## src/rtl/tt_um_unsigned_multiplier.sv

```systemverilog
// tt_um_unsigned_multiplier: 8x8 unsigned shift-add multiplier on the Tiny Tapeout tile pinout
module tt_um_unsigned_multiplier #(
  parameter int N_BITS = 8
) (
  input  logic       clk,
  input  logic       rst_n,
  input  logic       ena,
  input  logic [7:0] ui_in,
  input  logic [7:0] uio_in,
  output logic [7:0] uo_out,
  output logic [7:0] uio_out,
  output logic [7:0] uio_oe
);
  typedef enum logic [1:0] {IDLE, RUN, DONE} state_t;
  state_t state, state_nx;
  logic [N_BITS-1:0] a, b, acc, mq, acc_nx, mq_nx;
  logic [N_BITS:0] sum;
  logic [2*N_BITS-1:0] result;
  logic [2:0] cnt;
  logic start_q, done, ovf, start_pulse, loadable, go, last;
  logic unused_uio;
  assign unused_uio = ^uio_in[7:4];
  assign start_pulse = uio_in[0] & ~start_q;
  assign loadable = state != RUN;
  assign go = start_pulse & loadable & ~uio_in[1] & ~uio_in[2];
  assign last = (state == RUN) && (cnt == 3'd7);
  assign sum = {1'b0, acc} + {1'b0, mq[0] ? a : '0};
  assign acc_nx = sum[N_BITS:1];
  assign mq_nx = {sum[0], mq[N_BITS-1:1]};
  assign uo_out = uio_in[3] ? result[15:8] : result[7:0];
  assign uio_out = {1'b0, ovf, done, state == RUN, 4'h0};
  assign uio_oe = 8'hF0;
  // next state: accepted start launches a run, the eighth step finishes it
  always_comb begin
    state_nx = go ? RUN : last ? DONE : state;
  end
  // state register, frozen while the tile is disabled
  always_ff @(posedge clk or negedge rst_n) begin
    if (!rst_n) state <= IDLE;
    else if (ena) state <= state_nx;
  end
  // operand loads, shift-add datapath and result capture
  always_ff @(posedge clk or negedge rst_n) begin
    if (!rst_n) begin
      a <= '0;
      b <= '0;
      acc <= '0;
      mq <= '0;
      cnt <= '0;
      result <= '0;
      ovf <= 1'b0;
      done <= 1'b0;
      start_q <= 1'b0;
    end else if (ena) begin
      start_q <= uio_in[0];
      if (loadable && uio_in[1]) a <= ui_in;
      if (loadable && uio_in[2]) b <= ui_in;
      if (go) begin
        acc <= '0;
        mq <= b;
        cnt <= '0;
        done <= 1'b0;
      end else if (state == RUN) begin
        acc <= acc_nx;
        mq <= mq_nx;
        cnt <= cnt + 3'd1;
        if (last) begin
          result <= {acc_nx, mq_nx};
          ovf <= |acc_nx;
          done <= 1'b1;
        end
      end
    end
  end
endmodule

```

## config.mk

```make
export PLATFORM = sky130hd
export DESIGN_NAME = tt_um_unsigned_multiplier
export DESIGN_NICKNAME = d
export VERILOG_FILES = /design/src/rtl/tt_um_unsigned_multiplier.sv
export SDC_FILE = /design/constraint.sdc
export NUM_CORES = 1
export LEC_CHECK = 0
export CAP_MARGIN = 20
export CORE_MARGIN = 2
export CORE_UTILIZATION = 54
export CTS_CLUSTER_DIAMETER = 80
export DETAILED_ROUTE_END_ITERATION = 8
export PLACE_DENSITY_LB_ADDON = 0.05
export SLEW_MARGIN = 30
export SYNTH_ARGS = -nofsm -noshare
export SYNTH_HDL_FRONTEND = slang
export SYNTH_SLANG_ARGS = --single-unit
```

## constraint.sdc

```tcl
create_clock -name clk -period 3.2 [get_ports clk]
set_input_delay 0.64 -clock clk [delete_from_list [all_inputs] [get_ports clk]]
set_output_delay 0.64 -clock clk [all_outputs]
set_load 0.01 [all_outputs]
```

==> results_dict.tcl, run 1 <==
set metrics [dict create \
    status "completed" \
    worstSkewPairLatency_ns 0.31 \
    synth.yosys.seq_area_share_pct 49.7 \
    cts_resized 0 \
    grt_pass1_wl_mm 8.88 \
    rr_worst_depth 8 \
    routed_wl_mm 5.26 \
    cts_made_buffers 5 \
    timing.rr.start "mq[0]" \
    end_kind "primary output" \
    crit_type "primary input to primary output" \
    setup_viol 0 \
    vias_per_cell 5.41 \
    slew_violations 0 \
    arrival_ns 2.25 \
    syn_inst 236 \
    period_needed_ns 2.89 \
    hold_buffers 0 \
    max_freq_ghz 0.346 \
    rsz0062_at_grt "no" \
    avgSynthCellArea_um2 12.0 \
    initial_utilization_pct 55.6 \
    slew_headroom_pct 53.5 \
    first_pass_iters 4 \
    worst_pin_slew_ns 0.697 \
    grt_pass1_vias 1730 \
    design_area_um2 3150 \
    r2r-end "ovf" \
    grt_overflow 0 \
    fp-row-count 26 \
    path_max_fanout 8 \
    cts.sinks 56 \
    drt_iter0_markers 86 \
    hold_class "primary input to async pin" \
    ir_worst_vdd_uv 360 \
    fin_tns_setup_ns 0 \
    ys_warn_count 0 \
    holdWs_ns 0.445 \
    die_h_um 76.3 \
    htree_levels 2 \
    startpoint_type "primary input" \
    dpl.hpwl_mm 3.79 \
    antenna_found_initial 0 \
    reg2reg_slack_ns 0.62 \
    yosys_register_bits 56 \
    hold_violations 0 \
    avgRoutedWirePerCell_um 15.9 \
    nFillCells 440 \
    fin_nets 290 \
    synth_area_um2 2820 \
    grt_max_degree 57 \
    cts_buffer_depth 2 \
    die_x_um 76.3 \
    die_area_um2 5820 \
    layout_common_cells "dfrtp_1, mux2_2, clkdlybuf4s50_1" \
    place_congestion 0.869 \
    fin_util_pct 62.2 \
    max-cap-violations 0 \
    track_usage_pct 19.6 \
    fin_skew_ns 0.00676 \
    ant_nets 0 \
    ys_types 39 \
    powerDensity_nw_per_um2 784 \
    final_common_cell "dfrtp_1" \
    syn_to_final_growth_pct 11.8 \
    coreArea_um2 5070 \
    cts_tree "built" \
    cts_root_buf "clkbuf_8" \
    leakage_nw 1.49 \
    cp.required_ns 2.56 \
    post-cts-setup-buffer-count 0 \
    post-route-drc-count 0 \
    placed_area_um2 3070 \
    port_buffers 25 \
    ios 43 \
    period_share_pct 90.3 \
    clk_pin_slew_ns 0.10 \
    drive_above_1_share_pct 22.3 \
    diodes 0 \
    dr_total_vias 1786 \
]
-- power by group --
part / leakage, nW / switching (mW) / internal, mW / total (mW)
clock network: 0.0417 / 0.230 / 0.154 / 0.384
registers: 0.724 / 0.173 / 0.971 / 1.14
logic: 0.728 / 0.478 / 0.465 / 0.944
-- synth_stat cells --
cell / count / area share, %
dfrtp_1: 56 / 50
mux2_2: 40 / 16
nand2_1: 22 / 2.9
buf_4: 16 / 4.3
o21ai_0: 13 / 2.3
ha_1: 10 / 4.4
and2_1: 9 / 2.0
mux2i_1: 8 / 2.8
a22o_1: 7 / 2.2
nand3_1: 5 / 0.89
a21oi_1: 4 / 0.71
buf_2: 4 / 0.71
a21o_1: 3 / 0.80
clkbuf_1: 3 / 0.40
nand2b_1: 3 / 0.67
nor2_1: 3 / 0.40
a31oi_1: 2 / 0.44
conb_1: 2 / 0.27
inv_1: 2 / 0.27
nor2b_1: 2 / 0.44
nor4_2: 2 / 0.89
xnor2_1: 2 / 0.62
xor2_1: 2 / 0.62
a211oi_1: 1 / 0.27
a21boi_0: 1 / 0.27
a21o_2: 1 / 0.31
a21oi_4: 1 / 0.58
a221o_1: 1 / 0.35
a221oi_2: 1 / 0.53
a22o_2: 1 / 0.35
a311oi_1: 1 / 0.31
and3_1: 1 / 0.22
fa_1: 1 / 0.71
inv_2: 1 / 0.13
nor3_1: 1 / 0.18
nor4_1: 1 / 0.22
nor4b_1: 1 / 0.31
o311ai_0: 1 / 0.31
or3_1: 1 / 0.22
-- worst max-delay path by stage --
stage	start	end	slack (ns)	cells after the start
after CTS	uio_in[3]	uo_out[7]	0.31	3
final	uio_in[3]	uo_out[0]	0.31	3
after floorplan	mq[0]	ovf	0.99	8
after global placement	uio_in[3]	uo_out[0]	0.33	3
after global routing	uio_in[3]	uo_out[2]	0.28	3
after detailed placement	uio_in[3]	uo_out[2]	0.32	3
-- per-stage QoR --
step / power, mW / setup WS [ns] / cells
3_5_place_dp: 2.11 / 0.316 / 323
6_report: 2.47 / 0.310 / 330
4_1_cts: 2.50 / 0.311 / 330
3_3_place_gp: 2.08 / 0.331 / 323
2_1_floorplan: 1.80 / 0.989 / 247
5_1_grt: 2.65 / 0.276 / 330
-- flip-flops by register name (all words and copies together), names as in the netlist --
register and cells:
a 8, ovf 1, b 8, state 2, result 16, acc 8, cnt 3, start_q 1
done 1, mq 8
-- per-layer routing --
layer,part of all wire (%),wire length [um],GRT usage [%]
met5,0,0,0
met1,49,2550,27.8
met4,1.3,68,6.18
met3,3.5,183,4.74
met2,47,2460,29.8
-- logic make-up after synthesis --
group / Yosys count / synth area share [%]
xor gates and xnor gates: 4 / 1.24
DFF: 56 / 49.7
buffers and inverters: 26 / 5.77
AOI/OAI and AO/OA: 38 / 9.72
other: 2 / 0.266
and+or+nand+nor: 51 / 9.36
muxes: 48 / 18.8
adders and majority gates: 11 / 5.15
-- worst max-delay path: stages --
cell	delay [ns]
clkdlybuf4s50_1	0.73
mux2_2	0.40
clkdlybuf4s50_1	0.48
-- cell type report --
cell class	instances	area [um2]	area share, %
Tap cell	70	87.6	2.78
Timing Repair Buffer	29	275	8.73
Clock inverter	1	8.76	0.278
Multi-Input combinational cell	165	1300	41.1
Inverter	3	11.3	0.357
Clock buffer	6	72.6	2.30
Sequential cell	56	1400	44.4
Power figures use the tool's default switching activity.
==> inputs of run 2 (changes only) <==
CORE_ASPECT_RATIO = 0.7   (was unset)
CORE_MARGIN = 8   (was 2)
==> run 2 against run 1 <==
Non-clock buffer count unchanged. Largest power group unchanged. Critical path type unchanged. Critical path depth stayed put. Global-route usage decreased by 4.1 points. Setup slack improved by 0.081 ns. Total power increased by 1.5%. Count of clock-buffer cells in the layout did not move.
==> results_dict.tcl, run 2 (same netlist as run 1, synthesis figures left out) <==
set metrics [dict create \
    htree_levels 2 \
    ant_nets 0 \
    regMostFlops "result" \
    coreArea_um2 5150 \
    dpl.hpwl_mm 4.19 \
    crit_type "primary input to primary output" \
    track_usage_pct 15.5 \
    worstSkewPairLatency_ns 0.30 \
    layout_common_cells "dfrtp_1, mux2_2, clkdlybuf4s50_1" \
    diodes 0 \
    grt_max_degree 57 \
    end_kind "primary output" \
    fin_tns_setup_ns 0 \
    holdWs_ns 0.450 \
    period_needed_ns 2.81 \
    antenna_found_initial 0 \
    path_max_fanout 8 \
    die_x_um 102 \
    powerDensity_nw_per_um2 793 \
    pwr-share-clk_pct 15.2 \
    cts_made_buffers 5 \
    clk_pin_slew_ns 0.10 \
    slew_headroom_pct 50.0 \
    p_total_mw 2.51 \
    regArea_um2 1400 \
    drt_iter0_markers 81 \
    largest_reg_flops 16 \
    place_ws_ns 0.370 \
    nFillCells 450 \
    cts_resized 0 \
    first_pass_iters 4 \
    grt_overflow 0 \
    setup_viol 0 \
    fin_skew_ns 0.00997 \
    cts_tree "built" \
    status "completed" \
    sw_frac_of_total_pct 36.5 \
    design_area_um2 3160 \
    initial_utilization_pct 54.8 \
    slew_violations 0 \
    hold_class "primary input to async pin" \
    post-cts-setup-buffer-count 0 \
    placed_area_um2 3080 \
    startpoint_type "primary input" \
    die_area_um2 7830 \
    avgRoutedWirePerCell_um 16.9 \
    ir_worst_vdd_uv 515 \
    cts_root_buf "clkbuf_8" \
    routed_wl_mm 5.64 \
    cp.required_ns 2.56 \
    post-route-drc-count 0 \
    dr_total_vias 1777 \
    combPwrFrac_pct 39.4 \
    internal-power_mw 1.59 \
    cts.sinks 56 \
    power.share.sequential_pct 45.4 \
    hold_violations 0 \
    ios 43 \
    max_freq_ghz 0.356 \
    fin_util_pct 61.5 \
    fp-row-count 22 \
    multiInputGateArea_um2 1300 \
    grt_pass1_wl_mm 9.51 \
    vias_per_cell 5.34 \
    port_buffers 25 \
    cts_buffer_depth 2 \
    dp_cells 325 \
    grt_pass1_vias 1821 \
    place_congestion 0.781 \
    rsz0062_at_grt "no" \
    hold_buffers 0 \
    worst_pin_slew_ns 0.744 \
    switchingPower_mw 0.915 \
    arrival_ns 2.17 \
    leakage_nw 1.49 \
    drive_above_1_share_pct 22.6 \
    die_h_um 76.5 \
    final_common_cell "dfrtp_1" \
    fin_nets 290 \
    max-cap-violations 0 \
    period_share_pct 87.8 \
    fin_cells 333 \
    layout_setup_ws_ns 0.392 \
    syn_to_final_growth_pct 12.2 \
]
[run 2: cell count changes in the layout (fill, tap and decap cells not counted), sizes merged]
cell / previous run / this run
clkinv: 0 / 1
clkinvlp: 0 / 1
inv: 4 / 3
[run 2: cell type report]
type | count | share of cell area (%)
well taps | 72 | 2.85
repair buffers | 29 | 8.70
multi-input cells | 165 | 41.0
inverters | 3 | 0.356
clock buffers | 6 | 2.29
clock inverters | 2 | 0.514
flip-flops and latches | 56 | 44.3
[run 2: path summary, 6_finish.rpt]
check	from	end	slack [ns]	depth (start not counted)
worst max-delay path	uio_in[3]	uo_out[1]	0.39	3
worst min-delay path	rst_n	done	0.45	2
worst max register to register	mq[0]	ovf	0.56	8
worst min register to register	state[1]	state[1]	0.48	2
max in group asynchronous	rst_n	a[6]	2.27	2
min in group clk	state[1]	state[1]	0.48	2
[run 2: power by group through the flow]
stage          Sequential (mW)  Combinational, mW  Clock (mW)
3_5_place_dp              1.15              0.977           0
5_1_grt                   1.18               1.10       0.415
2_1_floorplan             1.09              0.713           0
4_1_cts                   1.14              0.985       0.389
6_report                  1.14              0.988       0.381
3_3_place_gp              1.15              0.959           0
[run 2: metal layers]
metal	vias up	share of wire (%)	GRT usage, %
met5	-	0	0
met4	0	0.28	2.63
met3	2	5.1	4.29
met2	34	40	21.1
met1	885	54	23.7
li1	856	-	-
[run 2: critical path, cell delays in order]
cell             delay [ns]
clkdlybuf4s50_1        0.66
mux2_2                 0.39
clkdlybuf4s50_1        0.48
==> inputs of run 3 (changes only) <==
HOLD_SLACK_MARGIN = 0.05   (was unset)
==> results of run 3 <==
Same layout as run 2: the final DEF is identical, and so are final timing and power.
